File: src/rtl/verifuck_stdin_rx.sv
// verifuck_stdin_rx: 8N1 UART receiver feeding a small stdin FIFO.
// The CPU pops bytes through a valid/read handshake. Overrun and framing
// errors are sticky until reset.
module verifuck_stdin_rx #(
    parameter int UART_RX_BAUD = 16,
    parameter int FIFO_DEPTH   = 4
) (
    input  logic       clk,
    input  logic       rst,
    input  logic       uart_rx_pin,
    output logic [7:0] stdin,
    output logic       stdin_valid,
    input  logic       stdin_rd,
    output logic       rx_busy,
    output logic       overrun_err,
    output logic       frame_err
);

    localparam int CNT_W = $clog2(UART_RX_BAUD);
    localparam int PTR_W = $clog2(FIFO_DEPTH);
    localparam logic [CNT_W-1:0] HALF_M1 = CNT_W'((UART_RX_BAUD >> 1) - 1);
    localparam logic [CNT_W-1:0] FULL_M1 = CNT_W'(UART_RX_BAUD - 1);

    typedef enum logic [2:0] {
        IDLE      = 3'd0,
        START     = 3'd1,
        DATA      = 3'd2,
        STOP      = 3'd3,
        WAIT_HIGH = 3'd4
    } state_t;

    logic             rx_meta_q, rx_s_q;
    state_t           state_q, state_d;
    logic [CNT_W-1:0] cnt_q, cnt_d;
    logic [2:0]       idx_q, idx_d;
    logic [7:0]       shift_q, shift_d;
    logic             push_req, ferr_set;

    logic [7:0]       mem_q [FIFO_DEPTH];
    logic [PTR_W:0]   wptr_q, rptr_q;
    logic [7:0]       stdin_q;
    logic             valid_q, ovr_q, ferr_q;
    logic             empty, full, pop, push;

    // Two-flop synchroniser on the asynchronous serial line, idling high.
    always_ff @(posedge clk) begin
        if (rst) begin
            rx_meta_q <= 1'b1;
            rx_s_q    <= 1'b1;
        end else begin
            rx_meta_q <= uart_rx_pin;
            rx_s_q    <= rx_meta_q;
        end
    end

    // Receiver state, bit timer, bit index and shift register.
    always_ff @(posedge clk) begin
        if (rst) begin
            state_q <= IDLE;
            cnt_q   <= '0;
            idx_q   <= '0;
            shift_q <= '0;
        end else begin
            state_q <= state_d;
            cnt_q   <= cnt_d;
            idx_q   <= idx_d;
            shift_q <= shift_d;
        end
    end

    // Next-state logic: each state counts down to zero, then samples rx_s.
    always_comb begin
        state_d  = state_q;
        cnt_d    = cnt_q;
        idx_d    = idx_q;
        shift_d  = shift_q;
        push_req = 1'b0;
        ferr_set = 1'b0;
        unique case (state_q)
            IDLE: begin
                if (!rx_s_q) begin
                    state_d = START;
                    cnt_d   = HALF_M1;
                end
            end
            START: begin
                if (cnt_q != '0) begin
                    cnt_d = cnt_q - 1'b1;
                end else if (!rx_s_q) begin
                    state_d = DATA;
                    idx_d   = '0;
                    cnt_d   = FULL_M1;
                end else begin
                    state_d = IDLE;  // start bit did not hold: glitch
                end
            end
            DATA: begin
                if (cnt_q != '0) begin
                    cnt_d = cnt_q - 1'b1;
                end else begin
                    shift_d = {rx_s_q, shift_q[7:1]};
                    cnt_d   = FULL_M1;
                    if (idx_q == 3'd7) state_d = STOP;
                    else               idx_d   = idx_q + 3'd1;
                end
            end
            STOP: begin
                if (cnt_q != '0) begin
                    cnt_d = cnt_q - 1'b1;
                end else if (rx_s_q) begin
                    push_req = 1'b1;
                    state_d  = IDLE;  // back at mid-stop-bit, ready for next start
                end else begin
                    ferr_set = 1'b1;
                    state_d  = WAIT_HIGH;
                end
            end
            WAIT_HIGH: begin
                // A held-low line (break) must not look like a string of start bits.
                if (rx_s_q) state_d = IDLE;
            end
            default: state_d = IDLE;
        endcase
    end

    assign empty = (wptr_q == rptr_q);
    assign full  = (wptr_q[PTR_W-1:0] == rptr_q[PTR_W-1:0]) && (wptr_q[PTR_W] != rptr_q[PTR_W]);
    // stdin_valid lags the pointers by a cycle; the empty guard keeps a
    // held stdin_rd from popping past the last entry during that cycle.
    assign pop   = stdin_rd && valid_q && !empty;
    // A pop on the same edge frees the slot, so a full FIFO can still accept.
    assign push  = push_req && (!full || pop);

    // FIFO storage, pointers, registered head/valid and sticky error flags.
    always_ff @(posedge clk) begin
        if (rst) begin
            for (int i = 0; i < FIFO_DEPTH; i++) mem_q[i] <= '0;
            wptr_q  <= '0;
            rptr_q  <= '0;
            stdin_q <= '0;
            valid_q <= 1'b0;
            ovr_q   <= 1'b0;
            ferr_q  <= 1'b0;
        end else begin
            if (push) begin
                mem_q[wptr_q[PTR_W-1:0]] <= shift_q;
                wptr_q <= wptr_q + 1'b1;
            end
            if (pop) rptr_q <= rptr_q + 1'b1;
            stdin_q <= mem_q[rptr_q[PTR_W-1:0]];
            valid_q <= !empty;
            if (push_req && !push) ovr_q  <= 1'b1;
            if (ferr_set)          ferr_q <= 1'b1;
        end
    end

    assign stdin       = stdin_q;
    assign stdin_valid = valid_q;
    assign rx_busy     = (state_q != IDLE);
    assign overrun_err = ovr_q;
    assign frame_err   = ferr_q;

endmodule
File: config.mk
export PLATFORM = sky130hd
export DESIGN_NAME = verifuck_stdin_rx
export DESIGN_NICKNAME = d
export VERILOG_FILES = /design/src/rtl/verifuck_stdin_rx.sv
export SDC_FILE = /design/constraint.sdc
export NUM_CORES = 1
export LEC_CHECK = 0
export CAP_MARGIN = 20
export CORE_ASPECT_RATIO = 1.2
export CORE_MARGIN = 2
export CORE_UTILIZATION = 49
export CTS_BUF_LIST = sky130_fd_sc_hd__clkbuf_8
export DETAILED_ROUTE_END_ITERATION = 8
export GPL_ROUTABILITY_DRIVEN = 0
export PLACE_DENSITY_LB_ADDON = 0.3
export SETUP_SLACK_MARGIN = 0.02
export SLEW_MARGIN = 15
export SYNTH_ARGS = -nofsm -noshare
export SYNTH_HDL_FRONTEND = slang
export SYNTH_SLANG_ARGS = --single-unit
export TNS_END_PERCENT = 10
File: constraint.sdc
create_clock -name clk -period 3.03 [get_ports clk]
set_input_delay 0.4545 -clock clk [delete_from_list [all_inputs] [get_ports clk]]
set_output_delay 0.4545 -clock clk [all_outputs]
set_load 0.05 [all_outputs]
==> run_results.csv <==
group,metric,value,unit
global_route,grt_antenna_before_repair,0,
synthesis,netlist_instances,260,
synthesis,yosysTopAreaCellShare,31.2,%
synthesis,ys_top_cells_by_area,"edfxtp_1, dfxtp_1, and2_1",
clocking,cts-hold-fix-buffers,0,
setup_path,cp-end-kind,"output port",
clocking,clockBufferDepth,2,
synthesis,netlist_area,3080,um2
setup_path,worstPathMaxFanout,12,
synthesis,synth.distinct_cells,45,
cells_and_area,instances_no_fill,368,
cells_and_area,antenna_cells,0,
global_route,grt_pass1_vias,1846,
synthesis,yosys.area.top_type,"edfxtp_1",
route,avgRoutedWirePerCell,14.3,um
worst_hold_path,min_from,"rx_meta_q",
cells_and_area,stdcell_area,3530,um2
timing,tightestPinTransition,500,ps
setup_path,r2r-start,"wptr_q[0]",
clocking,cts_resized,0,
timing,slew_headroom,66.5,%
floorplanning,fp-row-count,31,
timing,setup_tns,0,ps
clocking,h-tree-depth,3,
synthesis,yosysSeqAreaShare,55.3,%
placed_design,place_hpwl,3.72,mm
placed_design,placed_area,3320,um2
synthesis,synth_edf_count,32,
setup_path,critical_path.cell_chain,"nor2_1 > nand2_1 > clkdlybuf4s50_1",
pwr,irDropWorstVdd,0.000271,V
cells_and_area,n_fill_cell,532,
run_status,status,"finished clean",
route,avgViaCountPerCell,5.23,
route,dr.pass1.iters,4,
clocking,clk_pin_slew_worst_paths,60,ps
clocking,cts_tree,"built",
timing,post-route-period-util,80.6,%
timing,timing.final.ws_setup,587,ps
timing,fin_skew,15.8,ps
pwr,pwr_density_cell,539,nW/um2
placed_design,pre_cts_ws,587,ps
cells_and_area,syn_to_final_growth,14.7,%
setup_path,cp-startpoint,"state_q[0]",
pwr,p_comb_share,5.8,%
setup_path,crit_slowest_cell,"clkdlybuf4s50_1",
synthesis,syn-num-nets,270,
synthesis,async_reset_ff_share,0,%
pwr,internal-power,1490,uW
pwr,p_seq_share,53.2,%
floorplanning,die_w,76.3,um
setup_path,required,2580,ps
pwr,p_sw_share,21.5,%
pwr,p_sw,409,uW
clocking,numCtsBuffers,9,
timing,fmaxAchievable,409,MHz
cells_and_area,final_layout_size_suffix_gt1_share,14.0,%
global_route,grt_pass1_wl,8.65,mm
synthesis,syn_avg_cell_area,11.8,um2
timing,rsz0062_at_grt,"no",
pwr,clock_power_share,41.0,%
route,num_vias,1924,
synthesis,ys_warn_count,0,
worst_hold_path,hold_path_class,"flop to flop",
clocking,clk_latency,350,ps
clocking,cts_root_buffer,"clkbuf_8",
global_route,grt_max_degree,20,
timing,setup_viol,0,
global_route,overflow,0,
placed_design,placed_cells,352,
setup_path,critPathLaunchType,"flop",
cells_and_area,fin_nets,291,
floorplanning,die-area,6930,um2
placed_design,port_buffers,15,
route,drt-initial-drc-count,84,
pwr,power_leakage,0.00132,uW
timing,finalHoldViolCount,0,
synthesis,ys.flop_type,"dfxtp_1",
job,cap_violations,0,
floorplanning,coreArea,6050,um2
setup_path,cp.arrival,1990,ps
route,drc,0,
timing,slew_violations,0,
floorplanning,num_io_pins,16,
route,ant_nets,0,
floorplanning,start_util,50.8,%
clocking,clkSinkCount,69,
clocking,cts_setup_buffers,0,
global_route,grt_usage,16.4,%
synthesis,ys_ff_latch,69,
floorplanning,dieHeight,90.8,um
timing,period_minus_slack,2440,ps
route,wirelength,5.26,mm
setup_path,critical_path_class,"flop to output port",
setup_path,max_stage_delay,790,ps
routing by layer:
layer / GRT usage [%] / share of wire (%) / vias up
li1: - / - / 965
met3: 5.70 / 3.4 / 9
met1: 19.2 / 46 / 921
met2: 27.4 / 49 / 29
met5: 0 / 0 / -
met4: 6.82 / 1.7 / 0
stage by stage:
stage | utilization, % | hold WS (ps) | total power, uW
final | 58.3 | 420 | 1900
after global placement | 54.9 | 402 | 1140
after detailed placement | 54.9 | 404 | 1140
after global routing | 58.3 | 455 | 1980
after floorplan | - | 389 | 1110
after CTS | 58.3 | 424 | 1920
Yosys cell counts (4+ instances only):
cell type,instances
a21oi_1,18
a31oi_1,4
and2_1,41
clkbuf_1,7
dfxtp_1,37
edfxtp_1,32
ha_1,6
inv_1,8
mux4_1,4
mux4_2,4
nand2_1,20
nand3_1,9
nor2_1,11
nor3b_1,4
or2_2,7
xnor2_1,5
area by class of cell:
class | instances | area, um2 | share of cell area, %
clock inverters | 7 | 83.8 | 2.38
clock buffers | 9 | 124 | 3.51
well taps | 82 | 103 | 2.91
multi-input cells | 170 | 1280 | 36.2
inverters | 8 | 30.0 | 0.851
flip-flops and latches | 69 | 1700 | 48.2
repair buffers | 23 | 210 | 5.96
cells by family (layout without fill, tap and decap cells):
group / Yosys count / count (layout) / synth area share, %
xor gates and xnor gates: 6 / 6 / 1.71
adders and majority gates: 6 / 6 / 2.44
buffers and inverters: 21 / 47 / 3.17
and+or+nand+nor: 111 / 111 / 22.7
AOI/OAI and AO/OA: 36 / 36 / 7.32
DFF: 69 / 69 / 55.3
muxes: 11 / 11 / 7.36
worst max-delay path: cells and delay by family (launching register included):
kind / cells / cell delay (ps)
flip-flops: 1 / 570
AND/OR/NAND/NOR: 2 / 290
buffers and inverters: 1 / 790
state kept, by name (all words and copies together) (netlist names):
| name | flops |
|---|---|
| shift_q | 8 |
| stdin_valid | 1 |
| frame_err | 1 |
| idx_q | 3 |
| wptr_q | 3 |
| mem_q | 32 |
| overrun_err | 1 |
| rx_meta_q | 1 |
| cnt_q | 4 |
| rx_s_q | 1 |
| state_q | 3 |
| stdin | 8 |
| rptr_q | 3 |
cells in the final DEF (no fill, tap or decap), drive strengths merged, types with 2 or more instances in the layout:
master          n
and2           41
dfxtp          37
edfxtp         32
nand2          20
a21oi          18
clkdlybuf4s50  15
nor2           11
inv            10
nand3           9
clkbuf          9
buf             8
mux4            8
or2             7
ha              6
xnor2           5
nor3b           5
a31oi           4
nor3            4
o21ai           3
o211a           3
and4            2
nor2b           2
nand2b          2
nor4            2
mux2i           2
bufinv          2
nor4b           2
clkinv          2
power groups by stage:
| stage | Clock [uW] | Combinational [uW] | Sequential (uW) |
|---|---|---|---|
| 4_1_cts | 800 | 112 | 1010 |
| 3_5_place_dp | 0 | 111 | 1030 |
| 6_report | 779 | 110 | 1010 |
| 3_3_place_gp | 0 | 109 | 1030 |
| 5_1_grt | 843 | 119 | 1010 |
| 2_1_floorplan | 0 | 67.1 | 1040 |
path summary, 6_finish.rpt:
path | end | slack, ps | cells after the start
setup / recovery | rx_busy | 590 | 3
hold / removal | rx_s_q | 420 | 1
setup reg to reg | mem_q[0][7] | 870 | 5
hold reg to reg | rx_s_q | 420 | 1
Power figures use the tool's default switching activity.
